[config.mk]
export PLATFORM = sky130hd
export DESIGN_NAME = placar_ctrl
export DESIGN_NICKNAME = d
export VERILOG_FILES = /design/src/rtl/placar_ctrl.sv
export SDC_FILE = /design/constraint.sdc
export NUM_CORES = 1
export LEC_CHECK = 0
export ABC_AREA = 1
export CORE_MARGIN = 2
export CORE_UTILIZATION = 45
export CTS_CLUSTER_DIAMETER = 120
export CTS_CLUSTER_SIZE = 12
export DETAILED_ROUTE_END_ITERATION = 8
export DONT_BUFFER_PORTS = 1
export PLACE_DENSITY = 0.68
export SETUP_SLACK_MARGIN = 0.15
export SLEW_MARGIN = 20
export SYNTH_ARGS = -nofsm -noshare
export SYNTH_HDL_FRONTEND = slang
export SYNTH_SLANG_ARGS = --single-unit
[constraint.sdc]
create_clock -name clk -period 2.8 [get_ports clk]
set_clock_uncertainty 0.1 [all_clocks]
set_input_delay 0.42 -clock clk [delete_from_list [all_inputs] [get_ports clk]]
set_output_delay 0.42 -clock clk [all_outputs]
set_load 0.005 [all_outputs]
[src/rtl/placar_ctrl.sv]
// Scoreboard sequencing controller: button conditioning, operand hand-off to
// an external adder/subtractor, saturated 0..99 score commit, overflow flag,
// ch preset-to-99 and the two-digit display scan select.
module placar_ctrl #(
   parameter logic [15:0] DB_CYCLES   = 16'd50000,
   parameter int          ADD_LAT     = 2,
   parameter logic [15:0] REFRESH_DIV = 16'd25000
) (
   input  logic       clk,
   input  logic       rst,
   input  logic [2:0] btn,
   input  logic       sinal,
   input  logic       ch,
   input  logic [6:0] s,
   input  logic       cout,
   output logic [6:0] teste,
   output logic [6:0] pontos,
   output logic       sinal_op,
   output logic [6:0] score,
   output logic       busy,
   output logic       done,
   output logic       alerta,
   output logic [1:0] sclk
);

   localparam int WW = (ADD_LAT > 1) ? $clog2(ADD_LAT) : 1;

   typedef enum logic [1:0] {
      S_IDLE   = 2'd0,
      S_LOAD   = 2'd1,
      S_WAIT   = 2'd2,
      S_COMMIT = 2'd3
   } state_t;

   state_t          state_q, state_d;
   logic [WW-1:0]   wait_cnt_q, wait_cnt_d;
   logic [6:0]      score_q, score_d;
   logic [6:0]      pontos_q, pontos_d;
   logic            sinal_op_q, sinal_op_d;
   logic            busy_q, busy_d;
   logic            done_q, done_d;
   logic            alerta_q, alerta_d;

   logic [2:0]      sync1_q, sync2_q;
   logic [2:0]      btn_lvl;
   logic [2:0]      db_lvl;
   logic [2:0]      press_evt;
   logic            evt_any;
   logic [1:0]      evt_idx;

   logic [15:0]     ref_cnt_q;
   logic [1:0]      sclk_q;

   // Two-stage synchronizer; buttons idle high, so reset to released
   always_ff @(posedge clk) begin
      if (rst) begin
         sync1_q <= 3'b111;
         sync2_q <= 3'b111;
      end else begin
         sync1_q <= btn;
         sync2_q <= sync1_q;
      end
   end

   assign btn_lvl = ~sync2_q;

   generate
      for (genvar gi = 0; gi < 3; gi++) begin : g_db
         logic [15:0] db_cnt_q;
         logic        db_lvl_q;
         logic        db_prev_q;

         // Accept a new level only after DB_CYCLES consecutive disagreeing samples
         always_ff @(posedge clk) begin
            if (rst) begin
               db_cnt_q  <= 16'd0;
               db_lvl_q  <= 1'b0;
               db_prev_q <= 1'b0;
            end else begin
               db_prev_q <= db_lvl_q;
               if (btn_lvl[gi] != db_lvl_q) begin
                  if (db_cnt_q == DB_CYCLES - 16'd1) begin
                     db_lvl_q <= btn_lvl[gi];
                     db_cnt_q <= 16'd0;
                  end else begin
                     db_cnt_q <= db_cnt_q + 16'd1;
                  end
               end else begin
                  db_cnt_q <= 16'd0;
               end
            end
         end

         assign db_lvl[gi]    = db_lvl_q;
         assign press_evt[gi] = db_lvl_q & ~db_prev_q;
      end
   endgenerate

   // Same-cycle presses: highest point value wins, the rest are dropped
   always_comb begin
      evt_any = |press_evt;
      if (press_evt[2])      evt_idx = 2'd2;
      else if (press_evt[1]) evt_idx = 2'd1;
      else                   evt_idx = 2'd0;
   end

   // State and datapath registers
   always_ff @(posedge clk) begin
      if (rst) begin
         state_q    <= S_IDLE;
         wait_cnt_q <= '0;
         score_q    <= 7'd0;
         pontos_q   <= 7'd0;
         sinal_op_q <= 1'b0;
         busy_q     <= 1'b0;
         done_q     <= 1'b0;
         alerta_q   <= 1'b0;
      end else begin
         state_q    <= state_d;
         wait_cnt_q <= wait_cnt_d;
         score_q    <= score_d;
         pontos_q   <= pontos_d;
         sinal_op_q <= sinal_op_d;
         busy_q     <= busy_d;
         done_q     <= done_d;
         alerta_q   <= alerta_d;
      end
   end

   // Next-state logic; ch preempts a button event in IDLE
   always_comb begin
      state_d    = state_q;
      wait_cnt_d = wait_cnt_q;
      case (state_q)
         S_IDLE: begin
            if (!ch && evt_any) state_d = S_LOAD;
         end
         S_LOAD: begin
            state_d    = S_WAIT;
            wait_cnt_d = WW'(ADD_LAT - 1);
         end
         S_WAIT: begin
            if (wait_cnt_q == '0) state_d = S_COMMIT;
            else                  wait_cnt_d = wait_cnt_q - 1'b1;
         end
         default: begin
            state_d = S_IDLE;
         end
      endcase
   end

   // Output/datapath next values: operand latch, preset and result commit
   always_comb begin
      score_d    = score_q;
      pontos_d   = pontos_q;
      sinal_op_d = sinal_op_q;
      busy_d     = busy_q;
      done_d     = 1'b0;
      alerta_d   = alerta_q;
      case (state_q)
         S_IDLE: begin
            pontos_d = 7'd0;
            if (ch) begin
               score_d = 7'd99;
               done_d  = 1'b1;
            end else if (evt_any) begin
               pontos_d   = 7'(evt_idx) + 7'd1;
               sinal_op_d = sinal;
               busy_d     = 1'b1;
            end
         end
         S_COMMIT: begin
            busy_d   = 1'b0;
            done_d   = 1'b1;
            pontos_d = 7'd0;
            if (!sinal_op_q) begin
               if (cout || (s > 7'd99)) begin
                  score_d  = 7'd99;
                  alerta_d = 1'b1;
               end else begin
                  score_d  = s;
                  alerta_d = 1'b0;
               end
            end else begin
               // Underflow judged on the operands, the adder's borrow is ignored
               score_d  = (score_q < pontos_q) ? 7'd0 : s;
               alerta_d = 1'b0;
            end
         end
         default: begin
         end
      endcase
   end

   // Free-running digit scan, one-hot and independent of the FSM
   always_ff @(posedge clk) begin
      if (rst) begin
         ref_cnt_q <= 16'd0;
         sclk_q    <= 2'b01;
      end else if (ref_cnt_q == REFRESH_DIV - 16'd1) begin
         ref_cnt_q <= 16'd0;
         sclk_q    <= {sclk_q[0], sclk_q[1]};
      end else begin
         ref_cnt_q <= ref_cnt_q + 16'd1;
      end
   end

   // Score is unchanged while an operation is in flight, so it doubles as operand A
   assign teste    = score_q;
   assign pontos   = pontos_q;
   assign sinal_op = sinal_op_q;
   assign score    = score_q;
   assign busy     = busy_q;
   assign done     = done_q;
   assign alerta   = alerta_q;
   assign sclk     = sclk_q;

   // Debounced levels only feed the edge detectors
   logic unused_db;
   assign unused_db = ^db_lvl;

endmodule

==> metrics <==
Crit Path Category=reg -> reg; post-synthesis cell type count=31; top cells by area, synth=dfxtp_1 (42%), nand2_1 (10%), inv_1 (7.2%); Yosys warnings=0; via count=between 3000 and 4000; Iter 0 DRT Violations=214; asr flop ratio synth=0%; Reg2Reg Setup Slack=a little under 1000 ps; Ports=42; TritonCTS Buffers=9; type of the worst min-delay path=in -> reg; vias in the first global route=between 3000 and 4000; Final Max Tran Viols=0; Most used DFF post-synth=dfxtp_1; top cells by count, synth=nand2_1 (119), dfxtp_1 (95), inv_1 (86); Die Span Y=103.8 um; Placed Instances=around 740; hold path cells=1; Mapped Cells=620; crit-path cells=ha_1 -> inv_1 -> o21ai_1 -> inv_1 -> nor2_1 -> a21oi_1; Yosys reg bits=between 90 and 100; Largest stage delay, worst path=approximately 380 ps; DR vias/cell=approximately 4.9; root buffer cell=clkbuf_8; H-tree depth=3; Chip Width=103.8 um; n_diodes=0; Hold Crit Start=rst; FMAX=roughly 550 MHz; Crit path top cell by count=inv_1; r2r startpoint=state_q[1]; Worst Path Arrival=1950 ps; share of cells above drive strength 1=a little under 8%; DR DRC count=0; sequential element share of the synthesized area=a little over two fifths; sequential share of power=between 50% and 60%; Final Hold Vio Count=0; first-pass GRT wire length=15010 um; Post-synth EDFFs=0; Remaining Overflow, GRT=0; syn_area_per_cell=7.233 um2; Layout Nets=642; critical path launch point type=flip-flop; clock share of power=between 30% and 40%; Hold Path Sink=g_db[2].db_prev_q; sequential cell area=about 1900 um2; Psw=0.5821 mW; post-synth top area cell=dfxtp_1; P_leak=about 1.7 nW; Reg clk slew, reported paths=roughly 90 ps; combinational share of power=5.3%; Synth-to-Final Area Change=5.971%; initial core utilization=46.09%; DRT Wirelength=~8400 um; PwrDens=roughly 530 nW/um2; Setup Viol. Count Final=0; fill count=963; max_cap viols=0; area share of the largest cell type after synthesis=a little over two fifths; Core ar.=between 9000 and 10000 um2; worst r2r dst=score[5]; setup TNS=0 ps; # rows=36; minimum clock period=between 1500 and 2000 ps; Sink Count=95; RSZ-0062 raised after global routing=false; dpl hpwl=between 6000 and 7000 um; final cell count without fillers=754; DRT Pass-1 Iters=4; VDD IR-drop max=roughly 330 uV; TritonCTS clock tree=built; antenna violations before repair=0; WL/cell=roughly 11 um; Port Buffers=0; sw frac=approximately 23%; outcome=finished clean; Post-Synthesis Cell Area=4484 um2; most common cell in the netlist=nand2_1; CP max stage cell=dfxtp_1; Reg2Reg Depth=6; clk_lat worst skew=360 ps; Multi-input gate area=~2100 um2; post-route clock period utilization=between 60 and 70%; CP required=2930 ps; family with the most delay on the worst path=compound AO/OA/AOI/OAI gates; GPL Wtd Cong=a little under 0.9; post-route ant nets=0; Setup crit end kind=flip-flop; CP max FO=9; clk buf depth=2; internal power=1.950 mW; CP Buf/Inv Count=2; largest net degree at the start of global routing=19; die area=roughly 11000 um2; GRT Total Usage=16.51%
-- flip-flops by register name, summed over array words and instances (netlist names), 2 cells and up --
signal	flops
g_db.db_cnt_q	48
g_db.db_lvl_q	3
g_db.db_prev_q	3
pontos	3
ref_cnt_q	16
sclk	2
score	7
state_q	2
sync1_q	3
sync2_q	3
-- logic make-up after synthesis --
family / count (synthesis) / synth area share, %
and+or+nand+nor: 327 / 33.59
buffers and inverters: 106 / 10.46
DFF: 95 / 42.41
AOI/OAI and AO/OA: 63 / 7.143
xor gates and xnor gates: 18 / 3.516
adders and majority gates: 10 / 2.790
other: 1 / 0.08363
-- layout make-up --
| class | instances | area share, % |
|---|---|---|
| Sequential cell | 95 | 40.02 |
| Timing Repair Buffer | 1 | 0.2106 |
| Inverter | 88 | 6.951 |
| Multi-Input combinational cell | 422 | 44.71 |
| Tap cell | 133 | 3.502 |
| Clock buffer | 10 | 2.896 |
| Clock inverter | 5 | 1.711 |
-- routing by layer --
metal	vias up	track usage, %	share of wire [%]
met3	4	4.909	3.0
li1	1946	-	-
met5	-	0	0
met1	1713	18.65	45
met4	0	5.116	0.72
met2	51	29.79	51
-- metrics by stage --
stage                     hold WS [ps]  cell area [um2]  power, mW  util (%)  setup slack (ps)
after floorplan                  289.5             4496      1.557         -              1324
after global placement           298.6             4523      1.565     46.49              1153
after global routing             9.542             4752      2.648     48.84             829.0
final                            36.96             4752      2.533     48.84             980.4
after CTS                        9.972             4742      2.570     48.74             995.1
after detailed placement         303.7             4523      1.569     46.49              1013
-- power groups by stage --
stage	combinational, mW	sequential [mW]	clock, mW
3_3_place_gp	0.127	1.44	0
5_1_grt	0.157	1.41	1.08
3_5_place_dp	0.130	1.44	0
4_1_cts	0.132	1.41	1.03
6_report	0.134	1.41	0.992
2_1_floorplan	0.127	1.43	0
-- what timing repair did --
item | 4_1_cts | 5_1_grt
buffers inserted | 0 | 0
hold buffers | 0 | 1
hold endpoints to repair | 0 | 1
resized for setup | 0 | 0
-- cell usage in the layout (no fill, tap or decap), types with 3 or more instances in the layout --
master / count
a21oi_1: 41
clkbuf_8: 10
conb_1: 4
dfxtp_1: 95
ha_1: 10
inv_1: 86
nand2_1: 119
nand2_2: 9
nand3_1: 30
nand4_1: 18
nor2_1: 84
nor2_2: 5
nor2_4: 4
nor3_1: 31
nor3_2: 3
nor3b_1: 3
o21ai_0: 17
o21ai_1: 3
or2_0: 3
or2_2: 9
xnor2_1: 3
xor2_1: 15
-- worst max path at each step --
stage | start | to | depth (start not counted)
after floorplan | g_db[0].db_cnt_q[0] | g_db[0].db_cnt_q[5] | 9
after global placement | state_q[0] | score[5] | 7
after detailed placement | state_q[1] | score[6] | 6
after CTS | state_q[1] | score[6] | 6
after global routing | state_q[1] | score[6] | 6
final | state_q[1] | score[5] | 6
(Power assumes the default switching activity.)
